$ cat config.mk
export PLATFORM = sky130hd
export DESIGN_NAME = uart_byte_fifo
export DESIGN_NICKNAME = d
export VERILOG_FILES = /design/src/rtl/uart_byte_fifo.sv
export SDC_FILE = /design/constraint.sdc
export NUM_CORES = 1
export LEC_CHECK = 0
export CORE_UTILIZATION = 45
export DETAILED_ROUTE_END_ITERATION = 10
export PLACE_DENSITY = 0.7
export SYNTH_ARGS = -nofsm -noshare
export SYNTH_HDL_FRONTEND = slang
export SYNTH_SLANG_ARGS = --single-unit
export TNS_END_PERCENT = 10
$ cat constraint.sdc
create_clock -name clk -period 2.6 [get_ports clk]
set_input_delay 0.52 -clock clk [delete_from_list [all_inputs] [get_ports clk]]
set_output_delay 0.52 -clock clk [all_outputs]
set_load 0.01 [all_outputs]
$ cat src/rtl/uart_byte_fifo.sv
// uart_byte_fifo: first-word-fall-through byte FIFO between UART rx and tx; define UART_FIFO_LINE_EN to release words only as whole lines
module uart_byte_fifo #(
  parameter int BW = 9,
  parameter int LGDEPTH = 4
) (
  input  logic               clk,
  input  logic               i_reset,
  input  logic               i_wr_stb,
  input  logic [BW-1:0]      i_wr_data,
  output logic               o_rd_valid,
  output logic [BW-1:0]      o_rd_data,
  input  logic               i_rd_ready,
  output logic               o_full,
  output logic               o_empty,
  output logic [LGDEPTH:0]   o_count,
  output logic               o_overflow,
  input  logic               i_clr_overflow
);
  localparam int DEPTH = 2**LGDEPTH;
  logic [BW-1:0] mem [DEPTH];
  logic [LGDEPTH-1:0] wr_ptr, rd_ptr;
  logic [LGDEPTH:0] count;
  logic push, pop, drop;
  assign o_count = count;
  assign o_full = count == (LGDEPTH+1)'(DEPTH);
  assign o_empty = count == '0;
  assign o_rd_data = mem[rd_ptr];
  assign pop = o_rd_valid && i_rd_ready;
  assign push = i_wr_stb && (!o_full || pop);
  assign drop = i_wr_stb && !push;
`ifdef UART_FIFO_LINE_EN
  logic [LGDEPTH:0] newlines;
  logic nl_in, nl_out;
  assign nl_in = push && i_wr_data[7:0] == 8'h0A;
  assign nl_out = pop && o_rd_data[7:0] == 8'h0A;
  assign o_rd_valid = newlines != '0 || o_full;
  // newline occupancy: lets the transmitter drain only complete lines
  always_ff @(posedge clk or posedge i_reset)
    if (i_reset) newlines <= '0;
    else newlines <= nl_in && !nl_out ? newlines + (LGDEPTH+1)'(1) :
                     nl_out && !nl_in ? newlines - (LGDEPTH+1)'(1) : newlines;
`else
  assign o_rd_valid = !o_empty;
`endif
  // storage array, deliberately left unreset
  always_ff @(posedge clk)
    if (push) mem[wr_ptr] <= i_wr_data;
  // pointers, occupancy and sticky overflow; a drop beats a same-cycle clear
  always_ff @(posedge clk or posedge i_reset)
    if (i_reset) begin
      wr_ptr <= '0;
      rd_ptr <= '0;
      count <= '0;
      o_overflow <= 1'b0;
    end else begin
      wr_ptr <= push ? wr_ptr + LGDEPTH'(1) : wr_ptr;
      rd_ptr <= pop ? rd_ptr + LGDEPTH'(1) : rd_ptr;
      count <= push && !pop ? count + (LGDEPTH+1)'(1) :
               pop && !push ? count - (LGDEPTH+1)'(1) : count;
      o_overflow <= drop ? 1'b1 : i_clr_overflow ? 1'b0 : o_overflow;
    end
endmodule

# == Word level (Yosys, flattened, before mapping) ==
# Memory sizes are Yosys's and may differ from the RTL's.
# Index checks and enable logic that the tools add are counted.
# classes
add_sub_neg,4
mul,0
n_div,0
n_lt_le_gt_ge,0
n_eq_ne,1
shift,0
n_mux,6
bitwise,0
reduce_logical,13
# ops
operator,count
$mux 5,2
$add 4x1->4 const B,2
$add 5x1->5 const B,1
$eq 5x5->1 const B,1
$logic_and 1x1->1,5
$logic_not 5->1,1
$sub 5x1->5 const B,1
$logic_not 1->1,4
$mux 1,4
$reduce_bool 2->1,2
$logic_or 1x1->1,1
# word_totals
register_bits,14
latchBits,0
ram_bits,144
mem_bits_ro,0
out_inout_bits,18
wordCells,29
memories,1
# mem_list
memory,words,width,rd,rd_clocked_by_memory_dff,wr,line,source
mem,16,9,1,0,1,20,logic [BW-1:0] mem [DEPTH];

# == Logic depth before layout (Yosys ltp) ==
# logic_depth
word_depth,9
depth_mapped,11

# == Worst setup path before layout ==
# Ideal clock, no wire load.
# synth_path
path_type,reg2reg
startpoint,reg count[1] (netlist: o_count[1])
endpoint,reg count[4] (netlist: o_count[4])
arrival_time_ns,2.834
required_time_ns,2.474
setup_slack_ns,-0.361
stages_incl_launch_ff,10
n_path_buf,0
synth_period_minus_slack_ns,2.961
path_cell_list,dfrtp_1 > or4_4 > o21ai_4 > ha_1 > inv_1 > fa_1 > a21o_1 > a2111oi_0 > a31oi_1 > a221o_1
# synth_via
elab_chain_len,8
word_cells_on_any_way,16
classes_between,add/sub: 2; eq/ne: 1; mux: 2; reduce/logical: 11
# synth_rtl
element,line,source
from (decl),22,logic [LGDEPTH:0] count;
from (signal assigned),58,count <= push && !pop ? count + (LGDEPTH+1)'(1) :
"parallel branches: the longest is 8 deep, another holds $sub 5x1->5",--,
# Parallel ways; which one is timed is not known. The select of a mux whose other input is x is not followed.
# A chain may end at the register's enable or synchronous reset.

# == Worst setup path after layout ==
# layout_path
startpoint,reg count[2] (netlist: o_count[2])
endpoint,reg count[4] (netlist: o_count[4])
# Same word-level chain as after synthesis.

==> out/qor.yml <==
finish:
  nNetsFinal: 437
  area_growth_pct: 24.3
  diodes: 0
  drive_gt1_share_pct: 34.4
run_status:
  status: "complete, but fails checks"
  failed_checks: "setup timing"
logic_synthesis:
  synth.distinct_cells: 38
  synth_nets: 344
  syn_area_per_cell_um2: 20.1
  synth_area_leaders: "edfxtp_1 (67%), mux4_1 (9.8%), dfrtp_1 (5.5%)"
  synth_cells: 320
  ys.flop_type: "edfxtp_1"
  synth.ff_latch_count: 158
  async_reset_ff_share_pct: 8.86
  yosysWarnings: 0
  yosysTopAreaCell: "edfxtp_1"
  synth-edff-count: 144
  synth_top_area_share_pct: 67.3
  yosysSeqAreaShare_pct: 72.7
  syn_area_um2: 6430
global_route:
  gr-total-overflow: 0
  grt_pass1_wl_um: 20300
  grt_use_total_pct: 19.5
  grt_pass1_vias: 3511
  antenna_found_initial: 0
  grt_max_degree: 29
route:
  postRouteAntennaNets: 0
  drc: 0
  viasPerCell: 5.52
  wl_per_cell_um: 21.3
  drtIter0Drc: 321
  drt-total-wl_um: 12900
  dr_total_vias: 3338
  first_pass_iters: 4
clock_tree:
  clock_latency_ps: 420
  cts.sinks: 158
  cts_hold_buf: 0
  clock-root-buffer: "clkbuf_16"
  cts_max_level: 4
  clockBufferDepth: 2
  cts_buffers: 17
  cts_tree: "built"
  cts.clk_slew.worst_paths_ps: 60
floorplan:
  die_h_um: 122
  ios: 32
  num_rows: 43
  core_area_um2: 13900
  fp.dieW_um: 122
  initial_utilization_pct: 46.3
  die-area_um2: 14800
sta:
  rsz0062_at_grt: "true"
  fin_crit_ps: 2750
  period_share_pct: 106
  relSlewSlack_pct: 56.6
  drv_slew: 0
  worstMarginPinSlew_ps: 649
  fin_skew_ps: 7.19
  fin_ws_ps: -155
  fin_setup_tns_ps: -574
  max_clock_freq_mhz: 363
  finalHoldViolCount: 0
  setup_viol: 7
critical_path:
  cp.arrival_ps: 3050
  crit_chain: "or4_4 > o21ai_4 > ha_4 > inv_4 > fa_2 > a21o_1 > a2111oi_4 > a31oi_1 > a221o_1"
  startpoint_type: "register"
  critPathMaxFanout: 4
  slowest_stage: "or4_4"
  crit_path_end_kind: "register"
  path_class: "register to register"
  worstPathRequired_ps: 2890
  max_stage_delay_ps: 540
power_and_ir_drop:
  p_per_area_nw_per_um2: 1130
  vdd_ir_drop_max_v: 0.000634
  p_leak_nw: 2.78
placement:
  dp_hpwl_um: 8120
  io_buffers: 31
  dpl_worst_slack_ps: -308
  gp_congestion: 0.729
min_path:
  hp-class: "primary input to asynchronous set/reset pin"
run:
  max-cap-violations: 0
power breakdown:
part / switching [mW] / internal (mW)
registers: 0.217 / 3.12
clock network: 0.900 / 1.49
logic: 1.57 / 1.73
final cells by class:
cell class	instances	area, um2
timing repair buffer	88	810
fill	1053	5890
clock buffer	21	440
sequential	158	4680
clock inverter	10	121
tap	180	225
inverter	8	32.5
multi-input combinational	140	1680
path summary, 6_finish.rpt:
check                                       startpoint                     end  slack [ps]  cells after the start
worst min-delay path                           i_reset  o_count[2]$_DFFE_PP0P_         460                      2
max in group asynchronous                      i_reset   rd_ptr[0]$_DFFE_PP0P_        1720                      2
worst max-delay path            o_count[2]$_DFFE_PP0P_  o_count[4]$_DFFE_PP0P_        -150                      9
worst min register to register  o_overflow$_DFFE_PP0P_  o_overflow$_DFFE_PP0P_         540                      2
min in group clk                o_overflow$_DFFE_PP0P_  o_overflow$_DFFE_PP0P_         540                      2
worst max register to register  o_count[2]$_DFFE_PP0P_  o_count[4]$_DFFE_PP0P_        -150                      9
repair_timing:
action	in CTS	in global routing
pin swaps	15	1
setup endpoints to repair	10	11
resized for setup	64	3
buffers inserted	7	0
gates cloned	1	0
cell usage after synthesis, types with 2 or more instances:
master and count:
edfxtp_1 144, mux4_1 24, a22oi_1 18, nor2_1 15, dfrtp_1 14, nand2_1 13, mux4_2 12, ha_1 9
inv_1 8, nand3_1 7, xnor2_1 7, clkbuf_1 5, nor3_1 5, buf_2 4, nand2b_1 3, a21o_1 2
a21oi_1 2, and2_1 2, buf_1 2, buf_12 2, mux2_1 2, nor2b_1 2, o21ai_0 2, xor2_1 2
per-layer routing:
layer | track usage [%] | routed length (um) | vias up | part of all wire (%)
met1 | 26.4 | 5470 | 1731 | 42
met4 | 6.02 | 138 | 0 | 1.1
met3 | 4.93 | 705 | 11 | 5.5
met2 | 31.2 | 6570 | 104 | 51
li1 | - | - | 1492 | -
met5 | 0 | 0 | - | 0
worst max-delay path, delay by kind of cell (launching register included):
kind	cells	cell delay, ps
flip-flops	1	420
AND/OR/NAND/NOR	1	540
buffers and inverters	1	40
AO/OA/AOI/OAI	5	1120
adder cells (fa/ha/maj)	2	510
metrics by stage:
stage	hold slack [ps]	instances	utilization, %	instance area (um2)	total power [mW]
detailed placement	526	566	52.6	7300	6.35
global route	512	605	57.5	7990	9.48
global placement	519	566	52.6	7300	6.25
CTS	472	605	57.4	7960	9.06
finish	464	605	57.5	7990	9.03
floorplan	409	320	-	6450	5.08
cell usage in the layout (no fill, tap or decap), types with 8 or more instances in the layout:
cell type          n
dfrtp_1           11
clkbuf_16         17
mux4_2            30
buf_4             49
edfxtp_1         144
ha_1               8
clkdlybuf4s50_1   22
a22oi_2           15
nor2_1            15
nand2_1           13
flip-flops by register name, summed over array words and instances (netlist names):
| name | flops |
|---|---|
| o_overflow | 1 |
| mem | 144 |
| wr_ptr | 4 |
| o_count | 5 |
| rd_ptr | 4 |
cell families (layout without fill, tap and decap cells):
logic type               Yosys count  count (layout)  share of synthesized area (%)
XOR/XNOR                           9               9                           1.23
AND/OR/NAND/NOR                   52              52                           3.93
flip-flops                       158             158                           72.7
AO/OA/AOI/OAI                     30              30                           3.50
buffers and inverters             22             127                           1.99
adder cells (fa/ha/maj)           10              10                           2.06
multiplexers                      39              39                           14.5
(Power assumes the default switching activity.)
==> edit: new RTL, config.mk and constraints unchanged <==
Put one more register stage on the output `o_count`, cleared by the reset. The value now appears one clock later. The other outputs are not delayed to match.
--- a/src/rtl/uart_byte_fifo.sv
+++ b/src/rtl/uart_byte_fifo.sv
@@ -21,7 +21,13 @@
   logic [LGDEPTH-1:0] wr_ptr, rd_ptr;
   logic [LGDEPTH:0] count;
   logic push, pop, drop;
-  assign o_count = count;
+  always_ff @(posedge clk or posedge i_reset) begin
+      if (i_reset) begin
+          o_count <= '0;
+      end else begin
+          o_count <= count;
+      end
+  end
   assign o_full = count == (LGDEPTH+1)'(DEPTH);
   assign o_empty = count == '0;
   assign o_rd_data = mem[rd_ptr];
Check against the original RTL: not equivalent (Yosys sat finds a counterexample within 4 cycles, from zero or initial values and one cycle with i_reset high).
==> edit against the original RTL <==
- largest cell class unchanged
- via count increased by 3.2%
- the flow still finishes with violations (setup timing)
- largest power group is now combinational cells
- power increased by 7.4%
- routed wire length increased by 4.5%
- worst setup slack better by 76 ps
- synthesized area increased by 2.1%
- final area up 4.0%
- die area up 2.1%
- sequential cell count is 5 higher
- critical path type is now register to output port
- register-to-register slack gained 80 ps
==> edit: results (changes against the original RTL) <==
| Metric | Value |
|---|---|
| Worst-case vdd ir drop | `0.000743 V (was 0.000634 V)` |
| Area contributors post-synth | `edfxtp_1 (66%), mux4_1 (9.6%), dfrtp_1 (7.2%) (was edfxtp_1 (67%), mux4_1 (9.8%), dfrtp_1 (5.5%))` |
| Total track usage | `19.7% (was 19.5%)` |
| Placed wire-length estimate | `8460 um (was 8120 um)` |
| List of most frequent post-synthesis cells | `edfxtp_1 (144), mux4_1 (24), dfrtp_1 (19), a22oi_1 (18), nor2_1 (15) (was edfxtp_1 (144), mux4_1 (24), a22oi_1 (18), nor2_1 (15), dfrtp_1 (14))` |
| PnR worst setup slack | `-78.4 ps (was -155 ps)` |
| Final WL | `13500 um (was 12900 um)` |
| Clock skew | `10.1 ps (was 7.19 ps)` |
| Pin count of the biggest net entering global routing | `20 (was 29)` |
| Layout cells sized above 1 | `38.6% (was 34.4%)` |
| CTS root buffer | `clkbuf_16 (unchanged)` |
| Post-synthesis cell type count | `39 (was 38)` |
| Syn_nets | `349 (was 344)` |
| Fraction of registers with async set/reset | `11.7% (was 8.86%)` |
| R2R Setup Slk | `-70 ps (was -150 ps)` |
| First-pass iteration count of the detailed router | `5 (was 4)` |
| GP Congestion | `0.752 (was 0.729)` |
| Data arrival time of the worst path | `2160 ps (was 3050 ps)` |
| Detailed Route Iter0 Violations | `320 (was 321)` |
| First-pass GRT wire length | `20400 um (was 20300 um)` |
| Vias | `3445 (was 3338)` |
| Ys Warns | `0 (unchanged)` |
| Hold_ws | `531 ps (was 464 ps)` |
| Register area share after synthesis | `73.2% (was 72.7%)` |
| Syn avg cell area | `20.2 um^2 (was 20.1 um^2)` |
| CP max FO | `7 (was 4)` |
| Slew @ Worst Pin | `758 ps (was 649 ps)` |
| Vias in the first global route | `3581 (was 3511)` |
| Final Setup Violations | `9 (was 7)` |
| Pleak | `2.96 nW (was 2.78 nW)` |
| Outcome | `complete, but fails checks (unchanged)` |
| Placed Cells incl. Taps | `574 (was 566)` |
| Failing checks | `setup timing (unchanged)` |
[edit: where the power goes]
group          internal (mW)  switching (mW)
registers               3.23           0.223
clock network           1.63            1.04
logic                   1.87            1.69
[edit: metrics by stage]
stage,setup TNS [ps],total power [mW],setup slack [ps],area [um^2],utilization [%]
after floorplan,-172,5.21,-172,6590,-
after global placement,-243,6.44,-243,7450,53.1
after detailed placement,-348,6.53,-298,7450,53.1
after CTS,-627,9.59,-120,8250,58.7
after global routing,-1120,10.1,-158,8310,59.2
final,-358,9.69,-78.4,8310,59.2
[edit: cells by family (layout without fill, tap and decap cells)]
family,count (synthesis),count (layout),share of synthesized area [%]
flip-flops,163,163,73.2
AND/OR/NAND/NOR,52,52,3.99
multiplexers,39,39,14.2
AO/OA/AOI/OAI,30,30,3.43
buffers and inverters,22,137,1.95
adder cells (fa/ha/maj),10,10,2.02
XOR/XNOR,9,9,1.20
[edit: cell type report]
class | instances | area [um^2]
clock buffers | 17 | 425
clock inverters | 15 | 220
fillers | 986 | 5730
inverters | 8 | 32.5
multi-input cells | 140 | 1710
flip-flops and latches | 163 | 4800
well taps | 180 | 225
repair buffers | 97 | 898
[edit: layer usage]
metal | GRT usage (%) | vias to the layer above | routed length, um
met4 | 7.85 | 0 | 298
met2 | 30.9 | 132 | 6620
met5 | 0 | - | 0
met3 | 5.34 | 22 | 902
met1 | 26.0 | 1776 | 5650
li1 | - | 1515 | -
[edit: worst max-delay path: stages (launching register included)]
cell     delay (ps)
dfrtp_2         470
buf_12          160
buf_4           110
buf_4           100
mux4_2          490
a22oi_2         180
nand2_1         100
buf_6           130
[edit: path summary, 6_finish.rpt]
kind / startpoint / end / depth (start not counted)
worst min-delay path: i_reset / count[3] / 2
max in group asynchronous: i_reset / count[0] / 2
min in group clk: o_overflow / o_overflow / 2
worst min register to register: o_overflow / o_overflow / 2
worst max register to register: count[2] / count[4] / 9
worst max-delay path: rd_ptr[0] / o_rd_data[7] / 7
[edit: what timing repair did]
item                                    CTS  global route
endpoints found under the setup margin   10            11
hold endpoints to repair                  0             0
gates cloned                              3             0
buffers inserted                         10             1
pin swaps                                20             9
resized for setup                        71            16
